**src/rtl/sum4_pkg.sv**
```systemverilog
// Shared widths, FSM encoding and delay-line entry format for the
// sum4 adder self-test traffic source / checker.
package sum4_pkg;

   localparam int OPW   = 6;
   localparam int SUMW  = 8;
   localparam int LFSRW = 24;

   typedef enum logic [1:0] {
      ST_IDLE  = 2'd0,
      ST_RUN   = 2'd1,
      ST_DRAIN = 2'd2,
      ST_DONE  = 2'd3
   } state_t;

   typedef struct packed {
      logic            valid;
      logic [7:0]      idx;
      logic [SUMW-1:0] exp;
   } dl_entry_t;

endpackage

```
**src/rtl/sum4_pipe_tester_lfsr24.sv**
```systemverilog
// 24-bit Fibonacci LFSR, taps x^24+x^23+x^22+x^17+1.
// load has priority over enable; reset and load both restore SEED.
module lfsr24
   import sum4_pkg::*;
#(
   parameter logic [LFSRW-1:0] SEED = 24'h5A3C96
) (
   input  logic             clk,
   input  logic             rst,
   input  logic             load,
   input  logic             enable,
   output logic [LFSRW-1:0] state
);

   logic [LFSRW-1:0] lfsr_q;
   logic [LFSRW-1:0] lfsr_d;
   logic             fb;

   always_comb begin
      fb     = lfsr_q[23] ^ lfsr_q[22] ^ lfsr_q[21] ^ lfsr_q[16];
      lfsr_d = lfsr_q;
      if (load) begin
         lfsr_d = SEED;
      end else if (enable) begin
         lfsr_d = {lfsr_q[LFSRW-2:0], fb};
      end
   end

   always_ff @(posedge clk or posedge rst) begin
      if (rst) begin
         lfsr_q <= SEED;
      end else begin
         lfsr_q <= lfsr_d;
      end
   end

   assign state = lfsr_q;

endmodule

```
**src/rtl/sum4_pipe_tester.sv**
```systemverilog
// Drives pseudo-random operand sets into the 4-operand adder and checks
// its result against a latency-matched expected-sum delay line.
module sum4_pipe_tester
   import sum4_pkg::*;
#(
   parameter int               NUM_VECTORS = 64,
   parameter int               DUT_LAT     = 4,
   parameter logic [LFSRW-1:0] SEED        = 24'h5A3C96
) (
   input  logic            clk,
   input  logic            rst,
   input  logic            start,
   output logic [OPW-1:0]  a,
   output logic [OPW-1:0]  b,
   output logic [OPW-1:0]  c,
   output logic [OPW-1:0]  d,
   input  logic [SUMW-1:0] y,
   output logic            busy,
   output logic            done,
   output logic            pass,
   output logic [7:0]      err_count,
   output logic [7:0]      first_err_idx
);

   localparam logic [7:0] NV8  = 8'(NUM_VECTORS);
   localparam logic [7:0] LAT8 = 8'(DUT_LAT);

   state_t          state_q, state_d;
   logic [7:0]      idx_q, idx_d;
   logic [7:0]      drain_q, drain_d;
   logic [7:0]      err_q, err_d;
   logic [7:0]      first_q, first_d;
   logic            pass_q, pass_d;
   logic [OPW-1:0]  a_q, a_d, b_q, b_d, c_q, c_d, d_q, d_d;
   dl_entry_t       dl_q [DUT_LAT+1];
   dl_entry_t       dl_d [DUT_LAT+1];

   logic            launch;
   logic [7:0]      launch_idx;
   logic [LFSRW-1:0] lfsr_state;
   dl_entry_t       dl_out;

   // The LFSR sits at SEED whenever it is not stepping, so the launch at
   // the start-accept edge already uses SEED with no extra cycle.
   lfsr24 #(.SEED(SEED)) u_lfsr (
      .clk    (clk),
      .rst    (rst),
      .load   (!launch),
      .enable (launch),
      .state  (lfsr_state)
   );

   assign dl_out = dl_q[DUT_LAT];

   // Next-state process; checker update first, start-accept clear overrides it.
   always_comb begin
      state_d    = state_q;
      idx_d      = idx_q;
      drain_d    = drain_q;
      err_d      = err_q;
      first_d    = first_q;
      pass_d     = pass_q;
      launch     = 1'b0;
      launch_idx = idx_q;

      if (dl_out.valid && (y != dl_out.exp)) begin
         if (err_q != 8'hFF) err_d = err_q + 8'd1;
         if (err_q == 8'd0)  first_d = dl_out.idx;
      end

      case (state_q)
         ST_IDLE: begin
            if (start) begin
               launch     = 1'b1;
               launch_idx = 8'd0;
               idx_d      = 8'd1;
               drain_d    = 8'd0;
               err_d      = 8'd0;
               first_d    = 8'd0;
               pass_d     = 1'b0;
               state_d    = ST_RUN;
            end
         end
         ST_RUN: begin
            if (idx_q == NV8) begin
               drain_d = 8'd0;
               state_d = ST_DRAIN;
            end else begin
               launch = 1'b1;
               idx_d  = idx_q + 8'd1;
            end
         end
         ST_DRAIN: begin
            if (drain_q == LAT8) begin
               pass_d  = (err_d == 8'd0);
               state_d = ST_DONE;
            end else begin
               drain_d = drain_q + 8'd1;
            end
         end
         ST_DONE: state_d = ST_IDLE;
         default: state_d = ST_IDLE;
      endcase
   end

   always_comb begin
      a_d = launch ? lfsr_state[5:0]   : '0;
      b_d = launch ? lfsr_state[11:6]  : '0;
      c_d = launch ? lfsr_state[17:12] : '0;
      d_d = launch ? lfsr_state[23:18] : '0;
      dl_d[0].valid = launch;
      dl_d[0].idx   = launch_idx;
      dl_d[0].exp   = SUMW'(a_d) + SUMW'(b_d) + SUMW'(c_d) + SUMW'(d_d);
      for (int i = 1; i <= DUT_LAT; i++) begin
         dl_d[i] = dl_q[i-1];
      end
   end

   always_ff @(posedge clk or posedge rst) begin
      if (rst) begin
         state_q <= ST_IDLE;
         idx_q   <= '0;
         drain_q <= '0;
         err_q   <= '0;
         first_q <= '0;
         pass_q  <= 1'b0;
         a_q     <= '0;
         b_q     <= '0;
         c_q     <= '0;
         d_q     <= '0;
         for (int i = 0; i <= DUT_LAT; i++) begin
            dl_q[i] <= '0;
         end
      end else begin
         state_q <= state_d;
         idx_q   <= idx_d;
         drain_q <= drain_d;
         err_q   <= err_d;
         first_q <= first_d;
         pass_q  <= pass_d;
         a_q     <= a_d;
         b_q     <= b_d;
         c_q     <= c_d;
         d_q     <= d_d;
         for (int i = 0; i <= DUT_LAT; i++) begin
            dl_q[i] <= dl_d[i];
         end
      end
   end

   // Output decode process.
   always_comb begin
      busy = (state_q == ST_RUN) || (state_q == ST_DRAIN);
      done = (state_q == ST_DONE);
   end

   assign a             = a_q;
   assign b             = b_q;
   assign c             = c_q;
   assign d             = d_q;
   assign pass          = pass_q;
   assign err_count     = err_q;
   assign first_err_idx = first_q;

endmodule

```
**config.mk**
```make
export PLATFORM = sky130hd
export DESIGN_NAME = sum4_pipe_tester
export DESIGN_NICKNAME = d
export VERILOG_FILES = /design/src/rtl/sum4_pkg.sv /design/src/rtl/sum4_pipe_tester_lfsr24.sv /design/src/rtl/sum4_pipe_tester.sv
export SDC_FILE = /design/constraint.sdc
export NUM_CORES = 1
export LEC_CHECK = 0
export ABC_AREA = 1
export CAP_MARGIN = 10
export CORE_AREA = 8 8 183 142
export CTS_CLUSTER_DIAMETER = 100
export DETAILED_ROUTE_END_ITERATION = 10
export DIE_AREA = 0 0 191 150
export GPL_TIMING_DRIVEN = 0
export PLACE_DENSITY_LB_ADDON = 0.05
export SLEW_MARGIN = 20
export SYNTH_ARGS = -nofsm -noshare
export SYNTH_HDL_FRONTEND = slang
export SYNTH_HIERARCHICAL = 1
export SYNTH_SLANG_ARGS = --single-unit
```
**constraint.sdc**
```tcl
create_clock -name clk -period 8 [get_ports clk]
set_clock_uncertainty 0.15 [all_clocks]
set_input_delay 1.6 -clock clk [delete_from_list [all_inputs] [get_ports clk]]
set_output_delay 1.6 -clock clk [all_outputs]
set_load 0.05 [all_outputs]
```
### Yosys cells after proc, flatten, opt, wreduce, memory -nomap -nowiden

Index checks and enable logic that the tools add are counted.
W data, S select, Z words.

| word-level totals | value |
|---|---|
| flip-flop bits (word level) | 168 |
| output and inout port bits | 43 |

| operators by class | value |
|---|---|
| muxes and demuxes | 32 |
| bitwise gates (word level) | 3 |
| reduce and logical (&&, ||, !) cells | 12 |
| add/sub/neg operators | 6 |
| equal/unequal tests | 12 |

Operators by type and width:

| cell | count |
|---|---|
| $mux W8 | 15 |
| $add A8 B1 Y8 const B | 3 |
| $mux W24 | 1 |
| $mux W6 | 4 |
| $pmux W8 S3 | 1 |
| $logic_not A8 Y1 | 2 |
| $pmux W8 S2 | 1 |
| $ne A2 B2 Y1 const B | 5 |
| $reduce_and A3 Y1 | 3 |
| $add A7 B6 Y8 | 1 |
| $add A8 B6 Y8 | 1 |
| $eq A8 B3 Y1 const B | 1 |
| $eq A8 B7 Y1 const B | 1 |
| $ne A8 B8 Y1 | 1 |
| $ne A8 B8 Y1 const B | 1 |
| $pmux W2 S4 | 1 |
| $add A6 B6 Y7 | 1 |
| $mux W2 | 3 |
| $eq A2 B2 Y1 const B | 2 |
| $mux W1 | 4 |
| $pmux W1 S2 | 2 |
| $reduce_and A4 Y1 | 1 |
| $reduce_bool A2 Y1 | 2 |
| $reduce_bool A3 Y1 | 1 |
| 5 further kinds | 7 |

### Longest topological paths before layout

Gate-level depths: netlist of the first run.

| depth | value |
|---|---|
| depth after elaboration | 7 |
| mapped depth | 20 |

### Modules after synthesis

The synthesis of the first run kept the hierarchy.

By module, submodules not included:

| module | area an instance (µm²) | times used | seq. area each (µm²) | cells each |
|---|---|---|---|---|
| sum4_pipe_tester | 5,801.8 | 1 | 3,603.5 | 549 |
| lfsr24 | 1,006.0 | 1 | 615.6 | 108 |

### Least setup slack after synthesis of the first run

OpenSTA, ideal clock, no wires.

| timing path | value |
|---|---|
| path kind | input-to-reg |
| from | in start |
| to | reg dl_q (netlist bit dl_d[57]) |
| library setup time | 122 ps |
| path buffers | 1 |
| cell stages on the path | 17 |
| slack | 3,058 ps |
| data arrival time | 4,670 ps |
| path through | nand2_1 clkinv_1 nor2_8 buf_6 nor2_1 fa_1 inv_1 fa_1 inv_1 ha_1 a21oi_1 inv_1 a31oi_1 nor2_1 o21ai_0 nand2_1 xor2_1 |

RTL lines:

| what | line | text |
|---|---|---|
| from (decl) | sum4_pipe_tester.sv:12 | `input logic start,` |
| to (signal, indexed assignment) | sum4_pipe_tester.sv:146 | `dl_q[i] <= dl_d[i];` |
| to (decl) | sum4_pipe_tester.sv:35 | `dl_entry_t dl_q [DUT_LAT+1];` |

==> results of run 1 <==
-- placed cells by master, fill, tap and decap left out, types with 10 or more instances in the layout --
cell	synthesis	routed
nand3_1	30	30
dfrtp_1	156	156
a21oi_1	26	26
fa_1	12	12
nor2_1	64	64
o21ai_0	33	33
o21ai_1	10	10
nand2_1	102	102
clkbuf_16	0	17
dfstp_2	12	12
ha_1	17	17
clkdlybuf4s50_1	0	53
inv_1	118	117
xor2_1	13	13
-- power breakdown --
group	total (W)	internal [W]	switching, W
clock network	0.000830	0.000434	0.000396
registers	0.000866	0.000861	0.00000451
logic	0.0000350	0.0000104	0.0000245
total	0.00173	0.00131	0.000425
-- through the flow --
stage | hold WS (ns) | cells
CTS | 0.1921 | 1049
detailed placement | 0.1847 | 1017
finish | 0.1898 | 1049
global route | 0.1966 | 1049
floorplan | 0.1812 | 657
global placement | 0.1825 | 1016
-- layer usage --
| layer | vias up | track usage (%) | routed length (µm) |
|---|---|---|---|
| met5 | - | 0 | 0 |
| met4 | 0 | 4.102 | 237 |
| met3 | 22 | 2.795 | 633 |
| met2 | 66 | 15.00 | 5944 |
| met1 | 2088 | 15.40 | 7287 |
| li1 | 2173 | - | - |
-- sequential cells by signal (all words and copies together) (netlist names) --
register and count:
d 6, a 6, idx_q 8, b 6
c 6, err_count 8, first_err_idx 8, drain_q 8
state_q 2, dl_out 17, dl_d 68, u_lfsr/state 24
pass 1
-- cell families (layout without fill, tap and decap cells) --
group	after synthesis	count (layout)	synth area share, %
AND/OR/NAND/NOR	227	227	15.05
flip-flops	168	168	61.97
XOR/XNOR	18	18	2.316
adder cells (fa/ha/maj)	29	29	6.653
AO/OA/AOI/OAI	79	79	6.047
buffers and inverters	136	222	7.958
-- path summary, 6_finish.rpt --
kind | from | to | cells past startpoint | slack (ns)
setup / recovery | start | dl_d[57]$_DFF_PP0_ | 18 | 2.39
hold / removal | dl_d[46]$_DFF_PP0_ | dl_d[29]$_DFF_PP0_ | 0 | 0.19
setup reg to reg | state_q[0]$_DFFE_PP0P_ | dl_d[57]$_DFF_PP0_ | 19 | 3.24
hold reg to reg | dl_d[46]$_DFF_PP0_ | dl_d[29]$_DFF_PP0_ | 0 | 0.19
max in group asynchronous | rst | u_lfsr/state[8]$_DFFE_PP0P_ | 2 | 5.40
min in group asynchronous | rst | b[0]$_DFF_PP0_ | 2 | 1.41
-- area by class of cell --
type	instances	area [µm²]	area share (%)
sequential	168	4219	50.44
inverter	127	484.2	5.789
tap	306	382.9	4.577
multi-input combinational	353	2047	24.47
clock inverter	14	168.9	2.019
clock buffer	18	439.2	5.251
timing repair buffer	54	558.0	6.672
buffer	9	65.06	0.7779
==> metrics.txt, run 1 <==
WL final 14.10 mm; crit-path max FO 14; period utilization 70.12%; Tot Pwr 0.001731 W; clk buf depth 2; number of flops mapped to enable cells by yosys 0; CP delay by family, top adder cells; Distinct cells, synth 39; sequential area share after synthesis 61.97%; min Tclk post-route 5.610 ns; most common cell in the synthesized netlist dfrtp_1; number of diodes 0; Layout Nets 770; 1st-iter DRT viols 296; vias in the first global route 4516; main area contributors after synthesis dfrtp_1, inv_1, nand2_1; Synth area leader dfrtp_1; pre-CTS WS 1.869 ns; die area 28650 µm²; RSZ-0062 raised after global routing false; Max Slew Vio Count 0; CTS Buf Count 17; Max-slew headroom 35.51%; routed len/inst 13.44 µm; endpoints failing setup 0; Post-Syn Nets 697; vias per inst 4.146; crit path DAT 5.77 ns; Die W 191 µm; setup ws final 2.390 ns; Worst-Margin Slew 0.9662 ns; Clk Latency, worst-skew pair 0.43 ns; CP peak stage delay 0.54 ns; Cell Chain, Critical Path clkdlybuf4s50_1 > nand2_1 > clkinv_1 > nor2_8 > buf_6 > nor2_1 > fa_1 > inv_1 > fa_1 > inv_1 > ha_1 > a21oi_1 > inv_1 > a31oi_1 > nor2_1 > o21ai_0 > nand2_1 > xor2_1; CP Data Required Time 8.16 ns; synthesized area 6808 µm²; power per cell area 206.9 nW/µm²; Die Ht 150 µm; max-cap violations 0; HP Class reg -> reg; design area 8364 µm²; I/O pins 54; Synth Warn # 6; gr usage total 10.68%; router iterations before antenna repair 4; Core Box Area 23240 µm²; post-cts repair resize count 0; ANT nets after route 0; DP Wirelength 10.04 mm; via count 4349; Critical-path top delay cell fa_1; CTS clk-pin slew, worst paths 0.08 ns; Initial Util 29.30%; Area after DPL 7756 µm²; syn avg cell area 10.36 µm²; clock sink count 168; Rows 49; Leak 4.245 nW; crit path kind in -> reg; Post-Route Utilization 36.00%; Fillers 2314; Worst path most repeated cell inv_1; Cells after Synth 657; worst vdd ir 0.1213 mV; Bufs and invs on worst path 6; Yosys top cell area share 57.34%; Fin Setup TNS 0 ns; CTS Hold Buffers Added 0; Synth async-reset ratio 100.0%; Routability Congestion 0.8042; Startpoint Class input port; htree depth 4; total grt overflow 0; initial antenna violation count 0; Post-CTS Setup Bufs 0; final hold violation count 0; DRC Markers 0; largest net degree at the start of global routing 106; layout cell share with drive strength beyond 1 10.63%; Top FF cell, synth dfrtp_1; PortBufs 53; synthesis-to-finish area growth 22.86%; FMAX 178.3 MHz; CP endpoint kind flop; flip-flop and latch count after synthesis 168; top cells by count, synth dfrtp_1, inv_1, nand2_1, nor2_1, o21ai_0; outcome complete, no violations; clock root cell clkbuf_16; CTS tree done; first-pass GRT wire length 24.07 mm
Note: power is estimated with default switching activity, not from simulation.
==> inputs of run 2 (changes only) <==
==> constraint.sdc (replaced) <==
create_clock -name clk -period 4.7 [get_ports clk]
set_clock_uncertainty 0.15 [all_clocks]
set_input_delay 0.94 -clock clk [delete_from_list [all_inputs] [get_ports clk]]
set_output_delay 0.94 -clock clk [all_outputs]
set_load 0.05 [all_outputs]
==> run 2 against run 1 <==
  * Total power rose by 73%
  * Sequential power rose by 70%
  * Global-route usage fell by 0.093 points
  * Die area did not move
  * Final cell count rose by 0.48%
  * Hold slack barely moved
  * Setup slack got worse by 2.1 ns
  * Final area rose by 1.2%
  * Critical path depth did not move
  * Wire length rose by 1.2%
  * Utilization rose by 0.43 points
  * Combinational power rose by 83%
  * Critical path type unchanged
  * Largest cell class unchanged
==> metrics.txt, run 2 (synthesis gave the netlist of run 1 again) <==
Max-slew headroom 34.95%; Routability Congestion 0.7872; Die W 191 µm; clock sink count 168; reg2reg end dl_d[57]$_DFF_PP0_; initial antenna violation count 0; Core Box Area 23240 µm²; crit-path max FO 14; power per cell area 353.3 nW/µm²; CP endpoint kind flop; first-pass GRT wire length 23.83 mm; Initial Util 29.30%; number of diodes 0; I/O pins 54; Int Power 0.002263 W; Hold Path End dl_out[15]$_DFF_PP0_; R2R setup slack 0.48 ns; Sw Pwr 0.0007268 W; Clock Power Share 48.6%; RSZ-0062 raised after global routing false; min Tclk post-route 4.362 ns; CTS tree done; Clk Latency, worst-skew pair 0.42 ns; Worst-Margin Slew 0.9747 ns; leading cell type in the layout, fill and taps excluded dfrtp_1; Non-Filler Instances 1054; CP Data Required Time 4.86 ns; layout cell share with drive strength beyond 1 11.63%; PortBufs 53; vias in the first global route 4418; routed len/inst 13.54 µm; via count 4376; gr usage total 10.59%; Critical-path top delay cell fa_1; 1st-iter DRT viols 293; WL final 14.27 mm; DP Wirelength 10.36 mm; startpoint of the worst hold path dl_d[15]$_DFF_PP0_; pre-CTS WS -0.8367 ns; DRC Markers 0; FMAX 229.2 MHz; Layout Nets 775; Fillers 2317; Die Ht 150 µm; Fin Setup TNS 0 ns; total grt overflow 0; Worst Hold Depth 0; vias per inst 4.152; max reg flops 68; router iterations before antenna repair 5; Bufs and invs on worst path 6; endpoints failing setup 0; Gate power share 2.1%; CP delay by family, top adder cells; die area 28650 µm²; Leak 4.290 nW; CTS clk-pin slew, worst paths 0.08 ns; crit path kind in -> reg; outcome complete, no violations; Max Slew Vio Count 0; Hold WS 0.1900 ns; Rows 49; Worst R2R Path Depth 19; HP Class reg -> reg; Startpoint Class input port; crit path DAT 4.52 ns; htree depth 4; Cell Chain, Critical Path clkdlybuf4s50_1 > nand2_4 > clkinv_4 > nor2_8 > buf_6 > nor2_1 > fa_1 > inv_1 > fa_1 > inv_1 > ha_1 > a21oi_1 > inv_1 > a31oi_2 > nor2_1 > o21ai_0 > nand2_1 > xor2_1; CP peak stage delay 0.54 ns; Placed Cells 1020; clk buf depth 2; r2r startpoint idx_q[4]$_DFFE_PP0P_; CTS Buf Count 17; largest net degree at the start of global routing 35; worst vdd ir 0.2169 mV; Worst path most repeated cell inv_1; max-cap violations 0; final hold violation count 0; Flop pwr share 49.3%; most frequent cells in the layout dfrtp_1, inv_1, nand2_1; clock root cell clkbuf_16; setup ws final 0.3377 ns; synthesis-to-finish area growth 24.32%; switch share 24.31%; ANT nets after route 0; period utilization 92.81%
-- run 2: cell types whose count changed in the layout (fill, tap and decap cells not counted), moves of 2 or more --
cell    previous run  this run
buf_12             0         4
inv_8              8         4
buf_4              3         5
inv_6              1         3
-- run 2: final cells by class --
| cell class | count | area [µm²] | share of cell area [%] |
|---|---|---|---|
| multi-input cells | 353 | 2061 | 24.35 |
| well taps | 306 | 382.9 | 4.524 |
| inverters | 127 | 485.5 | 5.736 |
| flip-flops and latches | 168 | 4219 | 49.85 |
| clock buffers | 17 | 425.4 | 5.027 |
| plain buffers | 9 | 65.06 | 0.7688 |
| clock inverters | 15 | 198.9 | 2.351 |
| repair buffers | 59 | 625.6 | 7.392 |
-- run 2: per-stage QoR --
stage | util [%] | power (W) | cell area (µm²)
2_1_floorplan | - | 0.001537 | 6812
3_3_place_gp | 33.25 | 0.001560 | 7725
3_5_place_dp | 33.59 | 0.001568 | 7805
4_1_cts | 36.31 | 0.003045 | 8437
5_1_grt | 36.42 | 0.003107 | 8463
6_report | 36.42 | 0.002990 | 8463
-- run 2: worst max-delay path by stage --
stage                          to  cells past startpoint  slack (ns)   from
5_1_grt        dl_d[57]$_DFF_PP0_                     18         0.1  start
3_3_place_gp   dl_d[57]$_DFF_PP0_                     18       -0.82  start
3_5_place_dp   dl_d[57]$_DFF_PP0_                     18       -0.84  start
4_1_cts        dl_d[57]$_DFF_PP0_                     18        0.08  start
6_report       dl_d[57]$_DFF_PP0_                     18        0.34  start
2_1_floorplan  dl_d[57]$_DFF_PP0_                     17        0.42  start
-- run 2: metal layers --
layer	vias to the layer above	track usage, %	share of wire [%]
li1	2181	-	-
met1	2108	14.93	52
met2	75	15.62	43
met3	12	2.538	4.2
met4	0	3.754	1.3
met5	-	0	0
-- run 2: power by group through the flow --
stage          Combinational [W]  Sequential (W)  Clock, W
6_report               0.0000642         0.00147   0.00145
5_1_grt                0.0000758         0.00148   0.00156
4_1_cts                0.0000677         0.00147   0.00150
3_5_place_dp           0.0000672         0.00150         0
3_3_place_gp           0.0000583         0.00150         0
2_1_floorplan          0.0000369         0.00150         0
-- run 2: timing repair --
item                                    in CTS  in global routing
setup buffers                                0                  2
hold buffers                                 0                  0
pin swaps                                    0                  1
resized for setup                            3                  2
endpoints found under the setup margin       4                  2
==> inputs of run 3 (changes only) <==
--- a/config.mk
+++ b/config.mk
@@ -13,6 +13,7 @@
 export DIE_AREA = 0 0 191 150
 export GPL_TIMING_DRIVEN = 0
 export PLACE_DENSITY_LB_ADDON = 0.05
+export RECOVER_POWER = 25
 export SLEW_MARGIN = 20
 export SYNTH_ARGS = -nofsm -noshare
 export SYNTH_HDL_FRONTEND = slang
==> run 3 against run 2 <==
  * Sequential share of layout area rose by 0.11 points
  * Critical path depth unchanged
  * Utilization down 0.081 points
  * Register-to-register slack is essentially flat
  * Global-route usage unchanged
  * Non-clock buffer count unchanged
  * Die area stayed put
  * Via count about the same
  * Hold slack is essentially flat
  * Count of clock-buffer cells in the layout is the same
  * Critical path type unchanged
  * Final cell count stayed put
==> metrics.txt, run 3 (synthesis gave the netlist of run 1 again) <==
outcome complete, no violations; via count 4372; RSZ-0062 raised after global routing false; max-cap violations 0; met3 Track Usage GR 2.538%; I/O pins 54; endpoints failing setup 0; Rows 49; CTS clk-pin slew, worst paths 0.08 ns; leading cell type in the layout, fill and taps excluded dfrtp_1; Int Power 0.002262 W; Layout Nets 775; 1st-iter DRT viols 297; CP endpoint kind flop; largest net degree at the start of global routing 35; router iterations before antenna repair 4; crit path kind in -> reg; HP Class reg -> reg; Die Ht 150 µm; Max Slew Vio Count 0; Max-slew headroom 11.92%; FMAX 229.1 MHz; CP delay by family, top adder cells; WL final 14.26 mm; clock root cell clkbuf_16; Core Box Area 23240 µm²; Leak 4.282 nW; vias in the first global route 4418; Area after DPL 7805 µm²; DP Wirelength 10.36 mm; Worst Hold Depth 0; crit-path max FO 14; CP Data Required Time 4.86 ns; switch share 24.30%; clk buf depth 2; synthesis-to-finish area growth 24.04%; DRC Markers 0; Worst path most repeated cell inv_1; max reg flops 68; ANT nets after route 0; Startpoint Class input port; Die W 191 µm; clock sink count 168; Flop pwr share 49.3%; PortBufs 53; Worst-Margin Slew 1.321 ns; htree depth 4; first-pass GRT wire length 23.83 mm; gr usage total 10.59%; layout cell share with drive strength beyond 1 11.50%; Routability Congestion 0.7872; Cell Chain, Critical Path clkdlybuf4s50_1 > nand2_4 > clkinv_4 > nor2_8 > buf_6 > nor2_1 > fa_1 > inv_1 > fa_1 > inv_1 > ha_1 > a21oi_1 > inv_1 > a31oi_2 > nor2_1 > o21ai_0 > nand2_1 > xor2_1; worst vdd ir 0.2162 mV; setup ws final 0.3360 ns; Bufs and invs on worst path 6; power per cell area 353.8 nW/µm²; Gate power share 2.1%; Worst R2R Path Depth 19; Clock Power Share 48.6%; CP Depth 18; total grt overflow 0; Initial Util 29.30%; grt peak-use layer met2; grt met2 use 15.62%; period utilization 92.85%; min Tclk post-route 4.364 ns; CTS Buf Count 17; initial antenna violation count 0; routed len/inst 13.53 µm; most frequent cells in the layout dfrtp_1, inv_1, nand2_1; Sw Pwr 0.0007261 W; Clk Latency, worst-skew pair 0.42 ns; CTS tree done; Tot Pwr 0.002988 W; Critical-path top delay cell fa_1; Post-Route Utilization 36.34%; number of diodes 0; final hold violation count 0; crit path DAT 4.52 ns; met1 usage in global routing 14.93%; Fillers 2320; vias per inst 4.148; design area 8444 µm²; die area 28650 µm²; Fin Setup TNS 0 ns; pre-CTS WS -0.8367 ns; CP peak stage delay 0.54 ns
[run 3: final cells by class]
type / count / area, µm² / share of cell area (%)
Tap cell: 306 / 382.9 / 4.534
Inverter: 127 / 483.0 / 5.719
Sequential cell: 168 / 4219 / 49.96
Clock buffer: 17 / 425.4 / 5.038
Timing Repair Buffer: 59 / 609.3 / 7.216
Clock inverter: 15 / 198.9 / 2.356
Multi-Input combinational cell: 353 / 2061 / 24.40
Buffer: 9 / 65.06 / 0.7705
[run 3: path summary, 6_finish.rpt]
kind | slack [ns] | start | to
setup / recovery | 0.34 | start | dl_d[57]$_DFF_PP0_
hold reg to reg | 0.19 | dl_d[15]$_DFF_PP0_ | dl_out[15]$_DFF_PP0_
setup reg to reg | 0.48 | idx_q[4]$_DFFE_PP0P_ | dl_d[57]$_DFF_PP0_
max in group asynchronous | 1.57 | rst | pass$_DFFE_PP0P_
hold / removal | 0.19 | dl_d[15]$_DFF_PP0_ | dl_out[15]$_DFF_PP0_
min in group asynchronous | 1.07 | rst | u_lfsr/state[5]$_DFFE_PP0P_
[run 3: per-stage QoR]
step,cells,hold slack [ns]
after floorplan,657,0.1812
after global placement,1016,0.1817
after detailed placement,1020,0.1847
after CTS,1052,0.1948
after global routing,1054,0.1962
final,1054,0.1900
[run 3: routing by layer]
metal / up-vias / share of wire (%)
li1: 2183 / -
met5: - / 0
met4: 0 / 1.3
met3: 11 / 4.2
met1: 2096 / 52
met2: 82 / 42
[run 3: power groups by stage]
stage / logic (W) / registers, W / clock network [W]
after floorplan: 0.0000369 / 0.00150 / 0
after global placement: 0.0000583 / 0.00150 / 0
after detailed placement: 0.0000672 / 0.00150 / 0
after CTS: 0.0000677 / 0.00147 / 0.00150
after global routing: 0.0000739 / 0.00148 / 0.00156
final: 0.0000623 / 0.00147 / 0.00145
[run 3: timing repair]
action / in CTS / in global routing
gates resized for setup: 3 / 2
setup buffers: 0 / 2
hold buffers: 0 / 0
pin swaps: 0 / 1
endpoints found under the setup margin: 4 / 2
